--- src/rtl/sram_arbiter.sv ---
// Two-client round-robin arbiter in front of a single-port sram_core.
// One access per cycle; registered core-side outputs and read-response tracking.
module sram_arbiter #(
    parameter int ADDR_WIDTH = 8,
    parameter int DATA_WIDTH = 32
) (
    input  logic                  clk,
    input  logic                  rst,

    input  logic                  req_a_valid,
    output logic                  req_a_ready,
    input  logic                  req_a_we,
    input  logic [ADDR_WIDTH-1:0] req_a_addr,
    input  logic [DATA_WIDTH-1:0] req_a_wdata,
    output logic                  rsp_a_valid,
    output logic [DATA_WIDTH-1:0] rsp_a_rdata,

    input  logic                  req_b_valid,
    output logic                  req_b_ready,
    input  logic                  req_b_we,
    input  logic [ADDR_WIDTH-1:0] req_b_addr,
    input  logic [DATA_WIDTH-1:0] req_b_wdata,
    output logic                  rsp_b_valid,
    output logic [DATA_WIDTH-1:0] rsp_b_rdata,

    output logic [ADDR_WIDTH-1:0] mem_addr,
    output logic [DATA_WIDTH-1:0] mem_wdata,
    output logic                  mem_write_en,
    output logic                  mem_read_en,
    input  logic [DATA_WIDTH-1:0] mem_rdata
);

    typedef enum logic {
        GRANT_A = 1'b0,
        GRANT_B = 1'b1
    } grant_t;

    grant_t r_last_grant;
    grant_t r_owner;
    logic   w_grant_a;
    logic   w_grant_b;

    // Under contention the client that did not win last time gets the slot.
    always_comb begin
        w_grant_a = req_a_valid && (!req_b_valid || (r_last_grant == GRANT_B));
        w_grant_b = req_b_valid && (!req_a_valid || (r_last_grant == GRANT_A));
    end

    assign req_a_ready = w_grant_a && !rst;
    assign req_b_ready = w_grant_b && !rst;

    assign rsp_a_rdata = mem_rdata;
    assign rsp_b_rdata = mem_rdata;

    always_ff @(posedge clk) begin
        if (rst) begin
            r_last_grant <= GRANT_B;
            r_owner      <= GRANT_A;
            mem_addr     <= '0;
            mem_wdata    <= '0;
            mem_write_en <= 1'b0;
            mem_read_en  <= 1'b0;
            rsp_a_valid  <= 1'b0;
            rsp_b_valid  <= 1'b0;
        end else begin
            mem_write_en <= 1'b0;
            mem_read_en  <= 1'b0;
            if (w_grant_a) begin
                r_last_grant <= GRANT_A;
                r_owner      <= GRANT_A;
                mem_addr     <= req_a_addr;
                mem_wdata    <= req_a_wdata;
                mem_write_en <= req_a_we;
                mem_read_en  <= !req_a_we;
            end else if (w_grant_b) begin
                r_last_grant <= GRANT_B;
                r_owner      <= GRANT_B;
                mem_addr     <= req_b_addr;
                mem_wdata    <= req_b_wdata;
                mem_write_en <= req_b_we;
                mem_read_en  <= !req_b_we;
            end
            // The core returns read data one cycle after mem_read_en; flag it to the issuing client.
            rsp_a_valid <= mem_read_en && (r_owner == GRANT_A);
            rsp_b_valid <= mem_read_en && (r_owner == GRANT_B);
        end
    end

endmodule

--- config.mk ---
export PLATFORM = sky130hd
export DESIGN_NAME = sram_arbiter
export DESIGN_NICKNAME = d
export VERILOG_FILES = /design/src/rtl/sram_arbiter.sv
export SDC_FILE = /design/constraint.sdc
export NUM_CORES = 1
export LEC_CHECK = 0
export CELL_PAD_IN_SITES_DETAIL_PLACEMENT = 2
export CELL_PAD_IN_SITES_GLOBAL_PLACEMENT = 2
export CORE_UTILIZATION = 18
export DETAILED_ROUTE_END_ITERATION = 12
export HOLD_SLACK_MARGIN = 0.02
export MAX_ROUTING_LAYER = met4
export PLACE_DENSITY_LB_ADDON = 0.1
export SYNTH_ARGS = -nofsm -noshare
export SYNTH_HDL_FRONTEND = slang
export SYNTH_SLANG_ARGS = --single-unit
--- constraint.sdc ---
create_clock -name clk -period 2 [get_ports clk]
set_clock_uncertainty 0.2 [all_clocks]
set_input_delay 0.6 -clock clk [delete_from_list [all_inputs] [get_ports clk]]
set_output_delay 0.6 -clock clk [all_outputs]
set_load 0.01 [all_outputs]
Yosys cells after proc, flatten, opt, wreduce, memory -nomap -nowiden
Index checks and enable logic that the tools add are counted.
W data, S select, Z words.
{"block": "word_totals", "out_inout_bits": 110, "reg_bits": 46, "in_bits": 118, "elab_cells": 35}
{"block": "op_classes", "mux": 10, "n_bitwise": 2, "reduce_logical": 15}
{"cell": "$mux W32", "count": 2}
{"cell": "$mux W8", "count": 2}
{"cell": "$logic_and A1 B1 Y1", "count": 6}
{"cell": "$mux W1", "count": 6}
{"cell": "$logic_not A1 Y1", "count": 5}
{"cell": "$logic_or A1 B1 Y1", "count": 2}
{"cell": "$not A1 Y1", "count": 2}
{"cell": "$reduce_bool A2 Y1", "count": 1}
{"cell": "$reduce_or A2 Y1", "count": 1}

Depth between registers and ports, before layout
Gate-level depths: netlist of the first run.
{"block": "logic_depth", "depth_word": 5, "depth_mapped": 6}

Worst setup path before layout of the first run
OpenSTA, ideal clock, no wires.
{"block": "synth_path", "kind": "input to output", "from": "input port req_a_valid", "to": "output port req_b_ready", "n_path_buf": 3, "setup_slack_ps": -140, "cell_stages": 5, "required_ps": 1200, "t_arrival_ps": 1340, "cell_sequence": "buf_6 > a21bo_1 > buf_4 > buf_6 > nor2_1"}
{"block": "synth_via", "elab_chain_len": 4}
{"element": "start: declaration", "line": "10", "rtl": "input logic req_a_valid,"}
{"element": "$logic_not A1 Y1", "line": "46", "rtl": "w_grant_b = req_b_valid && (!req_a_valid || (r_last_grant == GRANT_A));"}
{"element": "$logic_or A1 B1 Y1", "line": "46"}
{"element": "$logic_and A1 B1 Y1", "line": "46"}
{"element": "$logic_and A1 B1 Y1", "line": "50", "rtl": "assign req_b_ready = w_grant_b && !rst;"}
{"element": "end: declaration", "line": "19", "rtl": "output logic req_b_ready,"}
No other way between the ends.

Worst setup path in the final report of the first run
Same ends and word-level chain as after synthesis.

==> results of run 1 <==
==> cell families (layout without fill, tap and decap cells) <==
kind of cell,Yosys count,after routing,synth area share [%]
buf+inv,93,154,21.0
compound gates,46,46,20.2
flops,46,46,29.5
simple gates,91,91,16.5
other cells,0,1,0
mux,40,40,12.8
==> state kept, by name (all words and copies together) (netlist names) <==
name / cells
r_last_grant: 1
rsp_b_valid: 1
mem_wdata: 32
mem_write_en: 1
mem_addr: 8
r_owner: 1
rsp_a_valid: 1
mem_read_en: 1
==> where the power goes <==
part,total [mW],switching [mW],internal (mW)
combinational,0.742,0.342,0.400
sequential,1.03,0.0379,0.991
clock,0.905,0.407,0.498
total,2.68,0.787,1.89
==> final cells by class <==
class / instances / area, sq um / share of cell area (%)
multi-input combinational: 177 / 1570 / 36.0
timing repair buffer: 144 / 1430 / 32.9
sequential: 46 / 922 / 21.2
tap: 220 / 275 / 6.32
clock buffer: 7 / 143 / 3.28
inverter: 2 / 7.51 / 0.172
clock inverter: 1 / 5.00 / 0.115
antenna: 1 / 2.50 / 0.0575
==> how the worst min path moves through the flow <==
stage,cells after the start,end
global placement,1,rsp_a_valid
detailed placement,1,rsp_a_valid
global route,1,rsp_a_valid
floorplan,1,rsp_a_valid
finish,1,rsp_a_valid
CTS,1,rsp_a_valid
==> metal layers <==
| metal | wire [um] | vias up | part of all wire (%) |
|---|---|---|---|
| met5 | 0 | - | 0 |
| met4 | 138 | 0 | 1.2 |
| met3 | 643 | 9 | 5.8 |
| met2 | 5590 | 96 | 50 |
| met1 | 4800 | 1210 | 43 |
| li1 | - | 1197 | - |
==> per-stage QoR <==
stage               instance area [sq um]  util, %  std cells  hold slack [ps]  setup TNS [ps]
floorplan                            3140        -        316              214           -70.3
global placement                     4210     25.1        589              236          -22010
detailed placement                   4210     25.1        589              255          -23680
CTS                                  4320     25.8        597              265               0
global route                         4350     26.0        597              303               0
finish                               4350     26.0        598              258               0
==> repair_timing <==
| item | 4_1_cts | 5_1_grt |
|---|---|---|
| pin swaps | 0 | 1 |
| gates resized for setup | 45 | 13 |
| endpoints found under the setup margin | 73 | 16 |
==> cells in the final DEF (no fill, tap or decap), types with 3 or more instances in the layout <==
cell type / n
clkdlybuf4s50_1: 85
dfxtp_1: 45
nor3b_1: 41
nor2_1: 41
mux2i_1: 40
a2111oi_2: 38
dlygate4sd2_1: 31
dlymetal6s2s_1: 10
buf_4: 8
clkbuf_16: 5
buf_12: 4
nand2b_1: 3
buf_2: 3
==> worst max-delay path, delay by kind of cell <==
family	cells	cell delay, ps
AO/OA/AOI/OAI	1	240
buffers and inverters	2	260
AND/OR/NAND/NOR	1	80
==> results by group, run 1 <==
Status
  – Status: finished clean

STA
  – Max-slew headroom at the worst pin: around 44%
  – Crit share post-route: 98.9%
  – Slew Viols, Final: 0
  – Worst-margin pin slew: roughly 840 ps
  – Period minus WS final: 1980 ps
  – Max Clk Rate: slightly above 0.5 GHz
  – Unrepaired setup endpoints after global routing: no
  – Setup violators final: 0
  – PnR worst setup slack: 21.3 ps
  – Final number of hold-violating endpoints: 0

CTS
  – Clk_lat worst skew: about 300 ps
  – CTS sink count: 46
  – CTS tree: built
  – Post-CTS Setup Bufs: 0
  – H-tree levels: 2
  – CTS max path bufs: 2
  – TritonCTS buffer count: 5
  – CTS Root Buffer Type: clkbuf_16
  – Hold_buf cts: 0
  – Clk slew on worst S/H paths: 70 ps

Detailed routing
  – DR iter-0 viols: 49
  – Drt pass-1 iters: 4
  – Drt via density: 4.20
  – Wire per inst: around 19 um
  – Vias: approximately 2,500
  – Wirelength, routed: about 11,000 um
  – Post-route ant nets: 0
  – Drt drc: 0

Synthesis
  – Post-Synthesis Cells: between 300 and 400
  – Distinct cells, synth: 22
  – Count leader, synth: buf_4
  – Register area share after synthesis: around 29%
  – Synth top cells by count: 69 x buf_4, 46 x dfxtp_1, 42 x nor2_1, 42 x nor3b_1, 40 x mux2i_1
  – Synth Flop Type: dfxtp_1
  – Synthesized area: approximately 3100 sq um
  – Syn nets: ~430
  – Post-synth EDFFs: 0
  – Yosys top cell by area: dfxtp_1
  – Share of the synthesized area in the top cell type: between 20% and 30%
  – FF+latch count, synth: 46
  – Post-synth ARST share: 0%
  – Synth warnings: 0
  – Synth Area per Inst: 9.88 sq um
  – Area contributors post-synth: dfxtp_1 29%, a2111oi_2 18%, buf_4 17%

Floorplan
  – Core Box Area: around 17,000 sq um
  – Total die area: about 18,000 sq um
  – Die X: 134 um
  – Starting Density: around a fifth
  – Die H: approximately 130 um
  – Row cnt: 47
  – Ports: around 230

Global route
  – Pin count of the biggest net entering global routing: 47
  – Initial antenna violation count: 0
  – Global-route wire length before repair: approximately 17,000 um
  – Met2 Track Usage GR: around 22%
  – Global routing usage on met1: 14.7%
  – GRT busiest layer: met2
  – Vias in the first global route: roughly 2,800
  – Gr usage total: a little over an eighth
  – GRT overflow: 0
  – Met3 Use GR: between 3 and 4%

Setup path
  – Worst setup path startpoint: req_a_valid
  – CP max FO: 4
  – Critical Path RT: ~1200 ps
  – Setup CP Type: in -> out
  – Cells on worst reg2reg path: 4
  – Worst EP arrival: 1180 ps
  – R2R setup slack: 380 ps
  – CP max stage cell: a21bo_4
  – Crit end category: output pin
  – Reg2reg end: mem_wdata[15]
  – Startpoint types: input pin
  – Crit-path cells: clkbuf_4 > a21bo_4 > nor2_4 > buf_6
  – CP endpoint: req_b_ready
  – Reg-to-reg startpoint: r_last_grant
  – Max incr delay on CP: about 240 ps

Power and ir drop
  – Leak: roughly 1.8 nW
  – Worst vdd ir: 0.320 mV
  – P per Cell Area: between 600 and 700 nW/um^2
  – Design Power: around 2.7 mW

Run
  – Number of max-cap violations: 0

Worst hold path
  – Worst hold start: r_owner
  – Min-Delay Path Class: reg -> reg

Layout
  – Fillers: roughly 1,900
  – Layout Nets: approximately 490
  – Area grow syn2layout: 39.4%
  – Share of cells above drive strength 1: between 10% and 20%

Placed design
  – Port bufs: around 130
  – DP Worst Slack: -757 ps
  – GPL Wtd Cong: around 0.7
  – HPWL after detailed placement: ~7300 um
No activity file was read; power rests on OpenSTA's default activity.
==> inputs of run 2 (changes only) <==
--- a/config.mk
+++ b/config.mk
@@ -5,6 +5,7 @@
 export SDC_FILE = /design/constraint.sdc
 export NUM_CORES = 1
 export LEC_CHECK = 0
+export ABC_CLOCK_PERIOD_IN_PS = 2000
 export CELL_PAD_IN_SITES_DETAIL_PLACEMENT = 2
 export CELL_PAD_IN_SITES_GLOBAL_PLACEMENT = 2
 export CORE_UTILIZATION = 18
==> results of run 2 <==
Final layout, timing and power as in run 1 (identical DEF).
